`config.mk`:
```
export PLATFORM = sky130hd
export DESIGN_NAME = toggle_stream_decoder_flat
export DESIGN_NICKNAME = d
export VERILOG_FILES = /design/src/rtl/toggle_pkg.sv /design/src/rtl/toggle_stream_decoder_if.sv /design/src/rtl/toggle_edge_det.sv /design/src/rtl/toggle_stream_decoder.sv /design/src/flat_wrapper.sv
export SDC_FILE = /design/constraint.sdc
export NUM_CORES = 1
export LEC_CHECK = 0
export CAP_MARGIN = 20
export CORE_MARGIN = 2
export CORE_UTILIZATION = 56
export DETAILED_ROUTE_END_ITERATION = 12
export PLACE_DENSITY = 0.82
export RECOVER_POWER = 50
export SKIP_CTS_REPAIR_TIMING = 1
export SLEW_MARGIN = 20
export SYNTH_ARGS = -nofsm -noshare
export SYNTH_HDL_FRONTEND = slang
export SYNTH_SLANG_ARGS = --single-unit
```
`constraint.sdc`:
```
create_clock -name ck -period 2.7 [get_ports ck]
set_input_delay 0.81 -clock ck [delete_from_list [all_inputs] [get_ports ck]]
set_output_delay 0.81 -clock ck [all_outputs]
set_load 0.02 [all_outputs]
```
`src/rtl/toggle_pkg.sv`:
```
// rtl/toggle_pkg.sv - shared state encoding and default parameters for the toggle stream decoder
package toggle_pkg;

   localparam logic [0:0] ST_HUNT   = 1'b0;
   localparam logic [0:0] ST_LOCKED = 1'b1;

   localparam int         DEF_W         = 8;
   localparam logic [7:0] DEF_SYNC_WORD = 8'hA5;
   localparam int         DEF_FRAME_LEN = 4;

endpackage

```
`src/rtl/toggle_stream_decoder_if.sv`:
```
// rtl/toggle_stream_decoder_if.sv - word output handshake between decoder and consumer
interface toggle_stream_decoder_if
   import toggle_pkg::*;
#(
   parameter int W = DEF_W
);

   logic [W-1:0] data_out;
   logic         data_valid;
   logic         data_ready;

   modport master (output data_out, output data_valid, input data_ready);
   modport slave  (input data_out, input data_valid, output data_ready);

endinterface

```
`src/rtl/toggle_edge_det.sv`:
```
// rtl/toggle_edge_det.sv - recovers t-bits from the toggle line; mirror of the encoder T flip-flop
module toggle_edge_det (
   input  logic ck,
   input  logic rst,
   input  logic en,
   input  logic line_in,
   output logic t_bit
);

   logic line_prev_q;
   logic line_prev_d;

   always_comb begin
      line_prev_d = line_prev_q;
      if (en) begin
         line_prev_d = line_in;
      end
   end

   always_ff @(posedge ck) begin
      if (rst) begin
         line_prev_q <= 1'b0;
      end else begin
         line_prev_q <= line_prev_d;
      end
   end

   assign t_bit = line_in ^ line_prev_q;

endmodule

```
`src/rtl/toggle_stream_decoder.sv`:
```
// rtl/toggle_stream_decoder.sv - toggle line decoder: sync hunt, frame assembly, buffered word output
module toggle_stream_decoder
   import toggle_pkg::*;
#(
   parameter int           W         = DEF_W,
   parameter logic [W-1:0] SYNC_WORD = DEF_SYNC_WORD,
   parameter int           FRAME_LEN = DEF_FRAME_LEN
) (
   input  logic                     ck,
   input  logic                     rst,
   input  logic                     en,
   input  logic                     line_in,
   toggle_stream_decoder_if.master  dout,
   output logic                     sync_lock,
   output logic                     overrun
);

   localparam int BCW = (W > 1) ? $clog2(W) : 1;
   localparam int WCW = (FRAME_LEN > 1) ? $clog2(FRAME_LEN) : 1;
   localparam logic [BCW-1:0] BIT_LAST  = BCW'(W - 1);
   localparam logic [WCW-1:0] WORD_LAST = WCW'(FRAME_LEN - 1);

   logic           t_bit;
   logic [0:0]     state_q, state_d;
   logic [W-1:0]   sr_q, sr_d, sr_next;
   logic [BCW-1:0] bit_cnt_q, bit_cnt_d;
   logic [WCW-1:0] word_cnt_q, word_cnt_d;
   logic [W-1:0]   data_out_q, data_out_d;
   logic           data_valid_q, data_valid_d;
   logic           overrun_q, overrun_d;
   logic           sync_lock_q, sync_lock_d;
   logic           word_done;
   logic           consume;

   toggle_edge_det u_edge_det (
      .ck      (ck),
      .rst     (rst),
      .en      (en),
      .line_in (line_in),
      .t_bit   (t_bit)
   );

   // One shift register serves as the sync window in HUNT and the word assembler in LOCKED.
   always_comb begin
      state_d      = state_q;
      sr_d         = sr_q;
      bit_cnt_d    = bit_cnt_q;
      word_cnt_d   = word_cnt_q;
      data_out_d   = data_out_q;
      data_valid_d = data_valid_q;
      overrun_d    = overrun_q;
      word_done    = 1'b0;
      sr_next      = {t_bit, sr_q[W-1:1]};
      consume      = data_valid_q & dout.data_ready;

      if (en) begin
         sr_d = sr_next;
         if (state_q == ST_HUNT) begin
            if (sr_next == SYNC_WORD) begin
               state_d    = ST_LOCKED;
               bit_cnt_d  = '0;
               word_cnt_d = '0;
            end
         end else begin
            bit_cnt_d = bit_cnt_q + 1'b1;
            if (bit_cnt_q == BIT_LAST) begin
               word_done = 1'b1;
               bit_cnt_d = '0;
               if (word_cnt_q == WORD_LAST) begin
                  state_d    = ST_HUNT;
                  sr_d       = '0;
                  word_cnt_d = '0;
               end else begin
                  word_cnt_d = word_cnt_q + 1'b1;
               end
            end
         end
      end

      // A same-cycle consume frees the buffer, so the new word replaces it without a bubble.
      if (word_done) begin
         if (!data_valid_q || consume) begin
            data_out_d   = sr_next;
            data_valid_d = 1'b1;
         end else begin
            overrun_d = 1'b1;
         end
      end else if (consume) begin
         data_valid_d = 1'b0;
      end

      sync_lock_d = (state_d == ST_LOCKED);
   end

   always_ff @(posedge ck) begin
      if (rst) begin
         state_q      <= ST_HUNT;
         sr_q         <= '0;
         bit_cnt_q    <= '0;
         word_cnt_q   <= '0;
         data_out_q   <= '0;
         data_valid_q <= 1'b0;
         overrun_q    <= 1'b0;
         sync_lock_q  <= 1'b0;
      end else begin
         state_q      <= state_d;
         sr_q         <= sr_d;
         bit_cnt_q    <= bit_cnt_d;
         word_cnt_q   <= word_cnt_d;
         data_out_q   <= data_out_d;
         data_valid_q <= data_valid_d;
         overrun_q    <= overrun_d;
         sync_lock_q  <= sync_lock_d;
      end
   end

   assign dout.data_out   = data_out_q;
   assign dout.data_valid = data_valid_q;
   assign sync_lock       = sync_lock_q;
   assign overrun         = overrun_q;

endmodule
```
`src/flat_wrapper.sv`:
```
// flat-port wrapper written by rule: the top's interface ports become plain ports
module toggle_stream_decoder_flat import toggle_pkg::*;
#(
   parameter int           W         = DEF_W,
   parameter logic [W-1:0] SYNC_WORD = DEF_SYNC_WORD,
   parameter int           FRAME_LEN = DEF_FRAME_LEN
)
  (ck, rst, en, line_in, sync_lock, overrun, dout_data_out, dout_data_valid, dout_data_ready);
  toggle_stream_decoder_if #(.W(W)) dout_i ();
  input  logic ck;
  input  logic rst;
  input  logic en;
  input  logic line_in;
  output logic sync_lock;
  output logic overrun;
  output wire logic [$bits(dout_i.data_out)-1:0] dout_data_out;
  output wire logic [$bits(dout_i.data_valid)-1:0] dout_data_valid;
  input wire logic [$bits(dout_i.data_ready)-1:0] dout_data_ready;
  assign dout_data_out = dout_i.data_out;
  assign dout_data_valid = dout_i.data_valid;
  assign dout_i.data_ready = dout_data_ready;
  toggle_stream_decoder #(.W(W), .SYNC_WORD(SYNC_WORD), .FRAME_LEN(FRAME_LEN)) u_core (.ck(ck), .rst(rst), .en(en), .line_in(line_in), .dout(dout_i), .sync_lock(sync_lock), .overrun(overrun));
endmodule
```
==> reports/metrics.cfg <==
[floorplanning]
core_area_um2=1764
start_util_pct=61.21
io_pins=16
die_h_um=47.91
fp.dieW_um=47.91
rows=15
dieArea_um2=2295

[timing]
period_needed_ps=2355
clock_skew_ps=6.197
hold_viol=0
setup_viol=0
slew_viol_final=0
max_slew_margin_pct=59.26
rsz0062_at_grt=no
fin_crit_sh_pct=87.22
fin_ws_ps=345.0
finalSetupTns_ps=0
tightest_slew_ps=611.0
max_freq_mhz=424.6

[clocking]
cts_buffer_depth=2
clkLatencyLatePin_ps=320
clockRootBuffer=clkbuf_4
cts_num_sinks=24
cts_tree=built
cts-buffers-inserted=3
ctsHtreeMaxLevel=1
clkTransAtPathRegs_ps=130

[power_and_ir_drop]
powerDensity_nw_per_um2=508.8
p_leak_nw=0.4633
ir_drop_v=0.0004190

[logic_synthesis]
syn_avg_cell_area_um2=8.638
synth_edf_count=0
synth_area_leaders=dfxtp_1 44%, a21oi_1 7.9%, nand3_1 7.9%, nand2b_1 4.1%, ha_1 3.5%
yosys_register_bits=24
syn_inst=125
synth.distinct_cells=30
synth_common_cells=24 x dfxtp_1, 17 x a21oi_1, 17 x nand3_1
yosys_most_used_dff=dfxtp_1
yosysSeqAreaShare_pct=44.50
synth_fp_nets=133
netlist_area_um2=1080
async_reset_ff_share_pct=0
yosysWarnings=0
synth_most_common_cell=dfxtp_1
synth_top_area_share_pct=44.50
yosysTopAreaCell=dfxtp_1

[critical_path]
crit_chain=clkdlybuf4s50_1, clkbuf_1, nand3_1, o21ai_0, a21oi_1
critPathRequiredTime_ps=2920
critPathLaunch=en
cp-end-kind=register
start_kind=input pin
cp_slowest_stage_delay_ps=490
critPathKind=input pin to register
arrival_ps=2580
critPathSlowestCell=clkdlybuf4s50_1
crit_fanout=18
reg2reg_from=u_core.bit_cnt_q[0]$_SDFFE_PP0P_

[cells_and_area]
area_growth_pct=17.38
antennaDiodeCount=0
nFillCells=156
drive_gt1_share_pct=4.412
final_nets=145
instances_no_fill=161

[routing]
dr_wl_met2_um=869
vias_per_cell=5.795
wl_per_cell_um=12.47
vias=933
firstDrtPassIters=4
drt_iter0_drc=21
route.met3.wl_um=86
met1_length_mm=1.015
top_layer=met4
drt-total-wl_mm=2.007
drtAntennaViolNets=0
drc_errors=0

[placed_design]
dpl.hpwl_mm=1.421
io_buffer_count=15
numPlacedInstances=157
pre_cts_ws_ps=440.8
gp_congestion=0.7540

[global_routing]
grt_start_max_net_pins=19
grt_pass1_wl_mm=3.360
grt_pass1_vias=767
grt_usage_pct=20.76
grt_overflow_total=0
antenna_found_initial=0

[worst_hold_path]
worstHoldStart=u_core.dout.data_out[4]$_SDFFE_PP0P_
hold_path_class=register to register

[job]
drv_cap=0

[status]
status=completed

flip-flops by register name, summed over array words and instances (netlist names):
name / cells
u_core.dout.data_out: 8
u_core.sr_q: 7
u_core.bit_cnt_q: 3
u_core.word_cnt_q: 2
u_core.dout.data_valid: 1
u_core.overrun: 1
u_core.state_q: 1
u_core.u_edge_det.line_prev_q: 1
routing by layer:
layer / GRT usage (%) / vias up
li1: - / 473
met2: 31.73 / 27
met5: 0 / -
met3: 2.264 / 5
met4: 9.730 / 0
met1: 29.23 / 428
worst max-delay path: cells and delay by family:
family          cells  cell delay (ps)
compound gates      2              400
simple gates        1              390
buf+inv             2              980
logic make-up after synthesis:
family                   Yosys count  share of synthesized area (%)
AO/OA/AOI/OAI                     34                          18.77
XOR/XNOR                           1                         0.8113
adder cells (fa/ha/maj)            3                          3.477
buffers and inverters             13                          6.141
flip-flops                        24                          44.50
multiplexers                       2                          1.854
AND/OR/NAND/NOR                   48                          24.45
cell type report:
cell class              instances  area, µm²  area share (%)
flip-flops and latches         24      480.5           37.91
repair buffers                 18      168.9           13.33
multi-input cells              88      526.8           41.56
clock buffers                   3      22.52           1.777
inverters                       2      7.507          0.5923
clock inverters                 1      30.03           2.369
well taps                      25      31.28           2.468
power breakdown:
| group | internal, W | switching (W) | total (W) | leakage [nW] |
|---|---|---|---|---|
| logic | 0.0000121 | 0.0000161 | 0.0000282 | 0.242 |
| clock network | 0.000150 | 0.000107 | 0.000257 | 0.0279 |
| registers | 0.000357 | 0.00000284 | 0.000360 | 0.194 |
| total | 0.000519 | 0.000126 | 0.000645 | 0.463 |
per-stage QoR:
stage	hold WS, ps	util [%]	area, µm²	total power [W]
floorplan	452.0	-	1080	0.0003855
global placement	452.8	69.43	1225	0.0003962
detailed placement	466.7	69.43	1225	0.0003972
CTS	484.7	72.41	1277	0.0006510
global route	519.7	71.84	1267	0.0006621
finish	483.1	71.84	1267	0.0006449
placed cells by master, fill, tap and decap left out:
cell type and count:
nand2_1 5, nand3_1 17, dlygate4sd3_1 2, clkbuf_1 1, o32ai_1 1, a21oi_1 17, and3_1 4, nor2b_1 4
mux2i_1 2, and3b_1 1, dfxtp_1 24, a31oi_1 2, a221oi_1 1, inv_1 2, o22ai_1 3, nor3b_1 1
nor2_1 4, nor4bb_1 1, buf_4 2, o21ai_0 7, xor2_1 1, a41o_1 1, a311oi_1 1, bufinv_16 1
or2b_1 1, clkbuf_4 3, nor3_1 2, nand2b_1 7, a41oi_1 1, and2b_1 1, ha_1 3, clkdlybuf4s50_1 13
final timing paths:
check / slack, ps / end / depth (start not counted)
worst min register to register: 480 / u_core.dout.data_out[4]$_SDFFE_PP0P_ / 2
worst max register to register: 1070 / u_core.dout.data_out[1]$_SDFFE_PP0P_ / 5
worst min-delay path: 480 / u_core.dout.data_out[4]$_SDFFE_PP0P_ / 2
worst max-delay path: 340 / u_core.dout.data_out[1]$_SDFFE_PP0P_ / 5
Power figures use the tool's default switching activity.
